**src/rtl/word_serializer_pkg.sv**
```systemverilog
// Shared types and helpers for the word serializer slice.
package word_serializer_pkg;

  typedef enum logic {
    SER_IDLE  = 1'b0,
    SER_SHIFT = 1'b1
  } ser_state_t;

  // Ceiling log2, usable in parameter expressions.
  function automatic int clog2w(input int value);
    int r;
    r = 0;
    while ((1 << r) < value) begin
      r = r + 1;
    end
    return r;
  endfunction

endpackage

```
**src/rtl/ser_word_fifo.sv**
```systemverilog
// Word FIFO ahead of the shifter; head word is always visible on rdata.
module ser_word_fifo
  import word_serializer_pkg::*;
#(
  parameter int WIDTH = 8,
  parameter int DEPTH = 2,
  localparam int PW = clog2w(DEPTH),
  localparam int LW = clog2w(DEPTH + 1)
) (
  input  logic             clk,
  input  logic             reset,
  input  logic             push,
  input  logic             pop,
  input  logic [WIDTH-1:0] wdata,
  output logic [WIDTH-1:0] rdata,
  output logic [LW-1:0]    level
);

  logic [WIDTH-1:0] mem [DEPTH];
  logic [PW-1:0]    wr_ptr;
  logic [PW-1:0]    rd_ptr;

  // Storage needs no reset: level gates every read that matters.
  always_ff @(posedge clk) begin
    if (push) begin
      mem[wr_ptr] <= wdata;
    end
  end

  // Pointers wrap naturally because DEPTH is a power of two.
  always_ff @(posedge clk or posedge reset) begin
    if (reset) begin
      wr_ptr <= '0;
      rd_ptr <= '0;
      level  <= '0;
    end else begin
      if (push) wr_ptr <= wr_ptr + PW'(1);
      if (pop)  rd_ptr <= rd_ptr + PW'(1);
      case ({push, pop})
        2'b10:   level <= level + LW'(1);
        2'b01:   level <= level - LW'(1);
        default: level <= level;
      endcase
    end
  end

  assign rdata = mem[rd_ptr];

endmodule

```
**src/rtl/word_serializer.sv**
```systemverilog
// Parallel-to-serial converter: FIFO-buffered words shifted out one bit per
// cycle, back-to-back with no idle bits while words are pending.
//
// state     | meaning
// ----------+-------------------------------------------------------
// SER_IDLE  | line held at IDLE_BIT, waiting for a queued word
// SER_SHIFT | shift register driving one data bit per cycle
module word_serializer
  import word_serializer_pkg::*;
#(
  parameter int   WIDTH     = 8,
  parameter int   DEPTH     = 2,
  parameter logic IDLE_BIT  = 1'b0,
  parameter int   MSB_FIRST = 0,
  localparam int  LW        = clog2w(DEPTH + 1)
) (
  input  logic             clk,
  input  logic             reset,
  input  logic [WIDTH-1:0] in_data,
  input  logic             in_valid,
  output logic             in_ready,
  output logic             out,
  output logic             out_valid,
  output logic [LW-1:0]    level,
  output logic             busy
);

  localparam int             CW       = clog2w(WIDTH);
  localparam logic [CW-1:0]  CNT_LAST = CW'(WIDTH - 1);
  localparam int             OUT_IDX  = (MSB_FIRST != 0) ? WIDTH - 1 : 0;

  ser_state_t       state;
  ser_state_t       state_nxt;
  logic [WIDTH-1:0] sreg;
  logic [WIDTH-1:0] sreg_shifted;
  logic [WIDTH-1:0] head;
  logic [CW-1:0]    cnt;
  logic             push;
  logic             pop;
  logic             fifo_empty;

  assign in_ready   = (level != LW'(DEPTH)) && !reset;
  assign push       = in_valid && in_ready;
  assign fifo_empty = (level == '0);

  ser_word_fifo #(
    .WIDTH (WIDTH),
    .DEPTH (DEPTH)
  ) u_fifo (
    .clk   (clk),
    .reset (reset),
    .push  (push),
    .pop   (pop),
    .wdata (in_data),
    .rdata (head),
    .level (level)
  );

  // State register.
  always_ff @(posedge clk or posedge reset) begin
    if (reset) begin
      state <= SER_IDLE;
    end else begin
      state <= state_nxt;
    end
  end

  // Next state and pop; popping on the last bit keeps the stream gapless.
  always_comb begin
    state_nxt = state;
    pop       = 1'b0;
    case (state)
      SER_IDLE: begin
        if (!fifo_empty) begin
          pop       = 1'b1;
          state_nxt = SER_SHIFT;
        end
      end
      SER_SHIFT: begin
        if (cnt == CNT_LAST) begin
          if (!fifo_empty) begin
            pop = 1'b1;
          end else begin
            state_nxt = SER_IDLE;
          end
        end
      end
      default: state_nxt = SER_IDLE;
    endcase
  end

  // Move the next bit toward the output end.
  always_comb begin
    sreg_shifted = sreg;
    if (MSB_FIRST != 0) begin
      sreg_shifted = {sreg[WIDTH-2:0], 1'b0};
    end else begin
      sreg_shifted = {1'b0, sreg[WIDTH-1:1]};
    end
  end

  // Shift register and bit counter; cnt returns to 0 when a word ends.
  always_ff @(posedge clk or posedge reset) begin
    if (reset) begin
      sreg <= '0;
      cnt  <= '0;
    end else if (pop) begin
      sreg <= head;
      cnt  <= '0;
    end else if (state == SER_SHIFT) begin
      sreg <= sreg_shifted;
      cnt  <= (cnt == CNT_LAST) ? '0 : cnt + CW'(1);
    end
  end

  assign out       = (state == SER_SHIFT) ? sreg[OUT_IDX] : IDLE_BIT;
  assign out_valid = (state == SER_SHIFT);
  assign busy      = (state == SER_SHIFT) || !fifo_empty;

endmodule

```
**config.mk**
```make
export PLATFORM = sky130hd
export DESIGN_NAME = word_serializer
export DESIGN_NICKNAME = d
export VERILOG_FILES = /design/src/rtl/word_serializer_pkg.sv /design/src/rtl/ser_word_fifo.sv /design/src/rtl/word_serializer.sv
export SDC_FILE = /design/constraint.sdc
export NUM_CORES = 1
export LEC_CHECK = 0
export CAP_MARGIN = 10
export CELL_PAD_IN_SITES_DETAIL_PLACEMENT = 1
export CELL_PAD_IN_SITES_GLOBAL_PLACEMENT = 1
export CORE_MARGIN = 5
export CORE_UTILIZATION = 35
export CTS_CLUSTER_DIAMETER = 80
export DETAILED_ROUTE_END_ITERATION = 8
export DONT_BUFFER_PORTS = 1
export PLACE_DENSITY = 0.64
export SETUP_SLACK_MARGIN = 0.05
export SLEW_MARGIN = 20
export SYNTH_ARGS = -nofsm -noshare
export SYNTH_HDL_FRONTEND = slang
export SYNTH_HIERARCHICAL = 1
export SYNTH_SLANG_ARGS = --single-unit
```
**constraint.sdc**
```tcl
create_clock -name clk -period 2.1 [get_ports clk]
set_clock_uncertainty 0.1 [all_clocks]
set_input_delay 0.315 -clock clk [delete_from_list [all_inputs] [get_ports clk]]
set_output_delay 0.315 -clock clk [all_outputs]
set_load 0.02 [all_outputs]
```
==> out/qor.csv, run 1 <==
stage,metric,value,unit
placement,placed_cells_incl_taps,155,
worst_setup_path,crit_required,1680,ps
layout,stdcell_count,164,
synth,synth_fp_nets,119,
clock_tree,cts.sinks,32,
layout,antenna_cells,0,
placement,portBuffers,0,
layout,fin_area,1650,µm²
floorplanning,die_w,75.3,µm
detailed_routing,dr.pass1.iters,4,
synth,yosys_warnings,6,
power,power_switching,0.829,mW
worst_setup_path,crit_path_cell_trace,buf_4 -> nor2_1 -> buf_6 -> nand2_1 -> buf_4,
power,p_per_area,1410,nW/µm²
power,p_int,1.51,mW
worst_setup_path,critical_path.max_stage_delay,410,ps
floorplanning,die_area,5670,µm²
sta,slew_headroom,68.3,%
synth,synthCells,104,
sta,tightest_slew,475,ps
floorplanning,core-area,4060,µm²
grt,antenna_found_initial,0,
floorplanning,initial_core_util,36.8,%
power,switching_share,35.4,%
detailed_routing,drtIter0Drc,11,
grt,overflow,0,
worst_setup_path,worst-setup-path-type,reg2out,
sta,slew_violations,0,
detailed_routing,wirelength,2850,µm
synth,synth_area,1490,µm²
worst_setup_path,endpoint_kind,primary output,
sta,rsz0062_at_grt,no,
layout,fill_cells,421,
worst_setup_path,cp_max_fo,13,
grt,grt_max_degree,14,
floorplanning,ios,17,
clock_tree,clkTransAtPathRegs,60,ps
grt,grt_first_pass_wirelength,4810,µm
floorplanning,die_y,75.3,µm
detailed_routing,post_drt_wl_per_cell,17.4,µm
clock_tree,cts_tree,built,
detailed_routing,drc,0,
placement,place_area,1550,µm²
synth,synth_seq_cells,32,
sta,setup_viol,0,
layout,register_area,882,µm²
layout,layout-drive-gt1-share,29.8,%
worst_setup_path,crit_top_cell,buf_4,
clock_tree,cts_buffer_depth,2,
placement,dpl.hpwl,2030,µm
synth,yosysSeqAreaShare,59.0,%
min_path,hold_class,in2reg,
flow_run,cap_violations,0,
detailed_routing,ant_nets,0,
clock_tree,cts-root-buf,clkbuf_8,
worst_setup_path,crit_slowest_cell,dfrtp_2,
sta,fin_setup_tns,0,ps
grt,grt_pass1_vias,924,
worst_setup_path,worst-r2r-setup-slack,270,ps
layout,multi_input_area,527,µm²
clock_tree,clk_latency,280,ps
layout,nets,128,
status,run_status,"complete, no violations",
power,pwr-share-seq,42.6,%
detailed_routing,vias_per_cell,5.20,
sta,min_period,1970,ps
detailed_routing,vias,853,
power,leakage,0.650,nW
clock_tree,cts_buffers,5,
synth,synth.distinct_cells,24,
clock_tree,htreeDepth,2,
layout,area_growth_syn_to_layout,10.7,%
placement,place.gp.congestion,0.768,
floorplanning,row_count,23,
worst_setup_path,start_kind,flop,
sta,hold_violations,0,
worst_setup_path,arrival,1550,ps
power,clock_power_share,20.3,%
sta,finalCritPeriodShare,93.7,%
power,ir_worst_vdd,0.592,mV
grt,grtUsageTotal,11.8,%
sta,max_freq,508,MHz
power,combPwrFrac,37.1,%
synth,syn_avg_cell_area,14.4,µm²
-- final timing paths --
kind,startpoint,endpoint,cells past startpoint
worst max-delay path,u_fifo/level[0],busy,5
worst min-delay path,in_data[0],u_fifo/mem[1][0],0
worst max register to register,cnt[0],u_fifo/level[1],7
worst min register to register,cnt[0],cnt[0],1
max in group asynchronous,reset,sreg[5],2
min in group asynchronous,reset,u_fifo/rd_ptr,2
-- layer usage --
layer  share of wire (%)  global-route usage [%]
met1                  44                    14.8
met2                  49                    18.3
met3                 5.2                    4.62
met4                 1.3                    4.66
met5                   0                       0
-- cells in the final DEF (no fill, tap or decap) --
cell | Yosys | final
edfxtp_1 | 16 | 16
dfrtp_1 | 16 | 15
inv_1 | 8 | 8
mux2_2 | 8 | 8
o21a_1 | 7 | 7
a211o_2 | 7 | 7
o221a_1 | 7 | 7
clkbuf_8 | 2 | 6
buf_4 | 0 | 5
ha_1 | 4 | 4
and2_1 | 3 | 3
o21ai_0 | 3 | 3
xor2_1 | 3 | 3
nor2_1 | 3 | 2
nand2_1 | 2 | 2
mux2i_1 | 2 | 2
clkinv_2 | 0 | 2
xnor2_1 | 2 | 2
o21ai_4 | 1 | 1
nand2_4 | 1 | 1
nand2b_1 | 1 | 1
o22ai_1 | 1 | 1
a21oi_1 | 2 | 1
a21oi_2 | 0 | 1
nand3_1 | 1 | 1
o211ai_1 | 1 | 1
dlygate4sd3_1 | 0 | 1
buf_6 | 3 | 1
nor2_2 | 0 | 1
dfrtp_2 | 0 | 1
-- critical path, delay by kind of cell (launching register included) --
kind	cells	cell delay, ps
buffers and inverters	3	570
flip-flops	1	410
AND/OR/NAND/NOR	2	290
-- state kept, by name, summed over array words and instances, names as in the netlist --
name,count
u_fifo/mem,16
u_fifo/level,2
sreg,8
out_valid,1
u_fifo/rd_ptr,1
cnt,3
u_fifo/wr_ptr,1
-- synthesized netlist by cell type --
library cell	n	area share, %
o21ai_4	1	1.1
nand2b_1	1	0.42
dfrtp_1	16	27
o221a_1	7	5.3
a21oi_1	2	0.67
clkbuf_8	2	1.8
o22ai_1	1	0.42
buf_6	3	2.3
o21ai_0	3	1.0
nor2_1	3	0.75
o211ai_1	1	0.50
mux2_2	8	6.0
inv_1	8	2.0
nand2_1	2	0.50
xnor2_1	2	1.2
a211o_2	7	4.7
nand2_4	1	0.75
xor2_1	3	1.8
nand3_1	1	0.33
ha_1	4	3.4
and2_1	3	1.3
edfxtp_1	16	32
mux2i_1	2	1.3
o21a_1	7	3.5
-- power by group through the flow --
stage               Combinational [mW]  Clock [mW]  Sequential (mW)
global placement                 0.822           0             1.00
global route                     0.963       0.533             1.02
finish                           0.868       0.475            0.996
detailed placement               0.866           0             1.01
CTS                              0.876       0.494             1.01
floorplan                        0.735           0            0.977
-- final cells by class --
type / instances / share of cell area, %
clock buffer: 6 / 5.00
clock inverter: 2 / 0.606
sequential: 32 / 53.4
tap: 50 / 3.79
multi-input combinational: 59 / 31.9
inverter: 8 / 1.82
timing repair buffer: 7 / 3.56
-- logic make-up (layout without fill, tap and decap cells) --
| group | after synthesis | after routing | share of synthesized area (%) |
|---|---|---|---|
| DFF | 32 | 32 | 59.0 |
| AOI/OAI and AO/OA | 29 | 29 | 17.2 |
| buffers and inverters | 13 | 23 | 6.12 |
| and+or+nand+nor | 11 | 11 | 4.02 |
| muxes | 10 | 10 | 7.38 |
| xor gates and xnor gates | 5 | 5 | 2.93 |
| adders and majority gates | 4 | 4 | 3.35 |
-- through the flow --
stage | setup WS, ps | utilization [%] | power [mW] | hold WS [ps]
6_report | 132 | 40.7 | 2.34 | 28.4
3_5_place_dp | 284 | 38.1 | 1.88 | 8.05
3_3_place_gp | 313 | 38.1 | 1.82 | -3.32
2_1_floorplan | 121 | - | 1.71 | -19.0
5_1_grt | 62.0 | 40.7 | 2.51 | 6.07
4_1_cts | 93.5 | 40.6 | 2.38 | 18.8
-- timing repair --
item,in CTS,in global routing
resized for setup,0,1
buffers inserted,0,0
hold buffers,1,0
hold endpoints to repair,16,0
endpoints found under the setup margin,0,1
Note: power is estimated with default switching activity, not from simulation.
==> run 2: changes to the inputs <==
Settings changed: SKIP_CTS_REPAIR_TIMING set to 1.
==> results of run 2 <==
No change in the layout: final DEF, timing and power equal those of run 1.
Main changes from that run: wire length of the first global-routing pass 4810 µm -> 4780 µm; via count of the first global-routing pass 924 -> 915; overall routing resource usage 11.8% -> 11.7%; met1 usage 14.8% -> 14.7%; met2 usage 18.3% -> 18.2%
==> run 3: changes to the inputs <==
Settings changed: GPL_TIMING_DRIVEN set to 0.
==> run 3 against run 2 <==
Routed wire length is 1.9% lower. Critical path depth up 2. Non-clock buffer count did not move. Critical endpoint is now u_fifo/level[1]. Largest cell class unchanged.
==> out/qor.csv, run 3 (synthesis results as in run 1) <==
stage,metric,value,unit,change
placement,dpl.hpwl,1990,µm,-2.1%
sta,min_period,1950,ps,-19.8 ps
layout,largest_reg_flops,16,,unchanged
detailed_routing,vias,846,,-0.82%
sta,setup_viol,0,,unchanged
detailed_routing,dr.pass1.iters,4,,unchanged
detailed_routing,maxUsedRoutingLayer,met4,,
sta,hold_slack,27.5,ps,-0.955 ps
floorplanning,core-area,4060,µm²,unchanged
power,ir_worst_vdd,0.573,mV,-3.2%
layout,register_area,883,µm²,+0.14%
status,run_status,"complete, no violations",,
min_path,hold_class,in2reg,,
power,clock_power_share,18.3,%,-2.0 points
placement,placed_cells_incl_taps,154,,-0.65%
grt,grt_pass1_vias,952,,
sta,slew_violations,0,,unchanged
layout,final_cell_mix,"edfxtp_1 (16), dfrtp_1 (14), inv_1 (8), mux2_2 (8)",,
grt,grt_first_pass_wirelength,4500,µm,
worst_setup_path,cp_max_fo,10,,-3
clock_tree,cts-root-buf,clkbuf_8,,
power,combPwrFrac,39.1,%,+2.0 points
clock_tree,cts.sinks,32,,unchanged
clock_tree,clk_latency,280,ps,about the same
layout,final_common_cell,edfxtp_1,,
grt,grt_max_degree,13,,-1
sta,rsz0062_at_grt,no,,
sta,hold_violations,0,,unchanged
power,p_int,1.54,mW,+1.7%
detailed_routing,wirelength,2800,µm,-1.9%
clock_tree,clkTransAtPathRegs,60,ps,about the same
detailed_routing,drtIter0Drc,24,,+13
layout,top_register,u_fifo/mem,,
power,power_switching,0.829,mW,about the same
power,p_per_area,1410,nW/µm²,-0.39%
grt,overflow,0,,unchanged
flow_run,cap_violations,0,,unchanged
detailed_routing,vias_per_cell,5.16,,-0.82%
detailed_routing,post_drt_wl_per_cell,17.0,µm,-1.9%
detailed_routing,wl_met3,148,µm,unchanged
layout,reg_top3,"u_fifo/mem x16, sreg x8, cnt x3",,
sta,worst_slack,152,ps,+19.8 ps
worst_setup_path,start_kind,flop,,
clock_tree,cts_tree,built,,
worst_setup_path,arrival,2050,ps,+500 ps
clock_tree,cts_buffers,5,,unchanged
placement,place.gp.congestion,0.726,,-5.5%
clock_tree,cts_buffer_depth,2,,unchanged
clock_tree,htreeDepth,2,,unchanged
worst_setup_path,crit_required,2200,ps,+520 ps
worst_setup_path,crit_path_cell_trace,buf_6 -> a21oi_4 -> and2_4 -> inv_1 -> ha_1 -> nor2_1 -> xor2_1,,
floorplanning,die_area,5670,µm²,unchanged
detailed_routing,wl_met2,1390,µm,-1.0%
layout,multi_input_area,542,µm²,+2.9%
layout,final_util,41.4,%,+0.62 points
floorplanning,row_count,23,,unchanged
floorplanning,ios,17,,unchanged
floorplanning,die_w,75.3,µm,unchanged
worst_setup_path,critical_path.max_stage_delay,480,ps,+70 ps
power,pwr-share-seq,42.6,%,about the same
sta,max_freq,513,MHz,+1.0%
grt,grtUsageTotal,11.1,%,
worst_setup_path,crit_slowest_cell,dfrtp_2,,
sta,slew_headroom,66.6,%,-1.7 points
layout,layout-drive-gt1-share,28.9,%,-0.88 points
power,switching_share,35.1,%,-0.37 points
layout,area_growth_syn_to_layout,12.4,%,
floorplanning,die_y,75.3,µm,unchanged
detailed_routing,wl_met1,1220,µm,-2.9%
layout,antenna_cells,0,,unchanged
placement,pre_cts_slack,-123,ps,-407 ps
floorplanning,initial_core_util,36.8,%,unchanged
worst_setup_path,worst-setup-path-type,reg2reg,,
layout,stdcell_count,164,,unchanged
worst_setup_path,endpoint_kind,flop,,
sta,tightest_slew,500,ps,+25.2 ps
layout,fill_cells,428,,+1.7%
grt,antenna_found_initial,0,,unchanged
layout,nets,128,,unchanged
power,finalPower,2.36,mW,+1.1%
detailed_routing,drc,0,,unchanged
sta,finalCritPeriodShare,92.7,%,-0.94 points
detailed_routing,ant_nets,0,,unchanged
placement,portBuffers,0,,unchanged
power,leakage,0.650,nW,about the same
-- run 3: cell types whose count changed in the layout (fill, tap and decap cells not counted), sizes merged --
cell / delta
clkbuf: +2
clkinv: -1
buf: -1
-- run 3: cell type report --
cell class              instances  area share, %
inverters                       8           1.79
repair buffers                  2           1.04
multi-input cells              59           32.3
clock buffers                   7           4.55
flip-flops and latches         32           52.6
well taps                      50           3.73
clock inverters                 1          0.224
plain buffers                   5           3.73
-- run 3: path summary, 6_finish.rpt --
| kind | startpoint | to | slack (ps) | cells past startpoint |
|---|---|---|---|---|
| worst max-delay path | u_fifo/level[1] | u_fifo/level[1] | 150 | 7 |
| min in group asynchronous | reset | u_fifo/wr_ptr | 290 | 2 |
| worst min-delay path | in_data[0] | u_fifo/mem[0][0] | 30 | 0 |
| worst min register to register | cnt[0] | cnt[0] | 400 | 1 |
| worst max register to register | u_fifo/level[1] | u_fifo/level[1] | 150 | 7 |
| max in group asynchronous | reset | sreg[4] | 1120 | 2 |
-- run 3: critical path: cells and delay by family, from the launching register on --
family	cells	cell delay, ps
AOI/OAI and AO/OA	1	230
adders and majority gates	1	330
DFF	1	480
xor gates and xnor gates	1	150
buffers and inverters	2	250
and+or+nand+nor	2	330
-- run 3: per-layer routing --
metal  up-vias  track usage, %
met2        14            17.4
met5         -               0
met4         0            4.66
met3         5            4.62
li1        400               -
met1       427            13.5
-- run 3: through the flow --
step           setup TNS, ps  cell area [µm²]
2_1_floorplan              0             1500
3_3_place_gp            -700             1560
3_5_place_dp           -1340             1560
4_1_cts                -1530             1640
5_1_grt                    0             1680
6_report                   0             1680
-- run 3: power groups by stage --
| stage | logic (mW) | registers (mW) | clock network, mW |
|---|---|---|---|
| final | 0.924 | 1.01 | 0.432 |
| after CTS | 0.901 | 1.01 | 0.452 |
| after detailed placement | 0.899 | 1.02 | 0 |
| after floorplan | 0.735 | 0.977 | 0 |
| after global placement | 0.867 | 1.00 | 0 |
| after global routing | 1.01 | 1.03 | 0.485 |
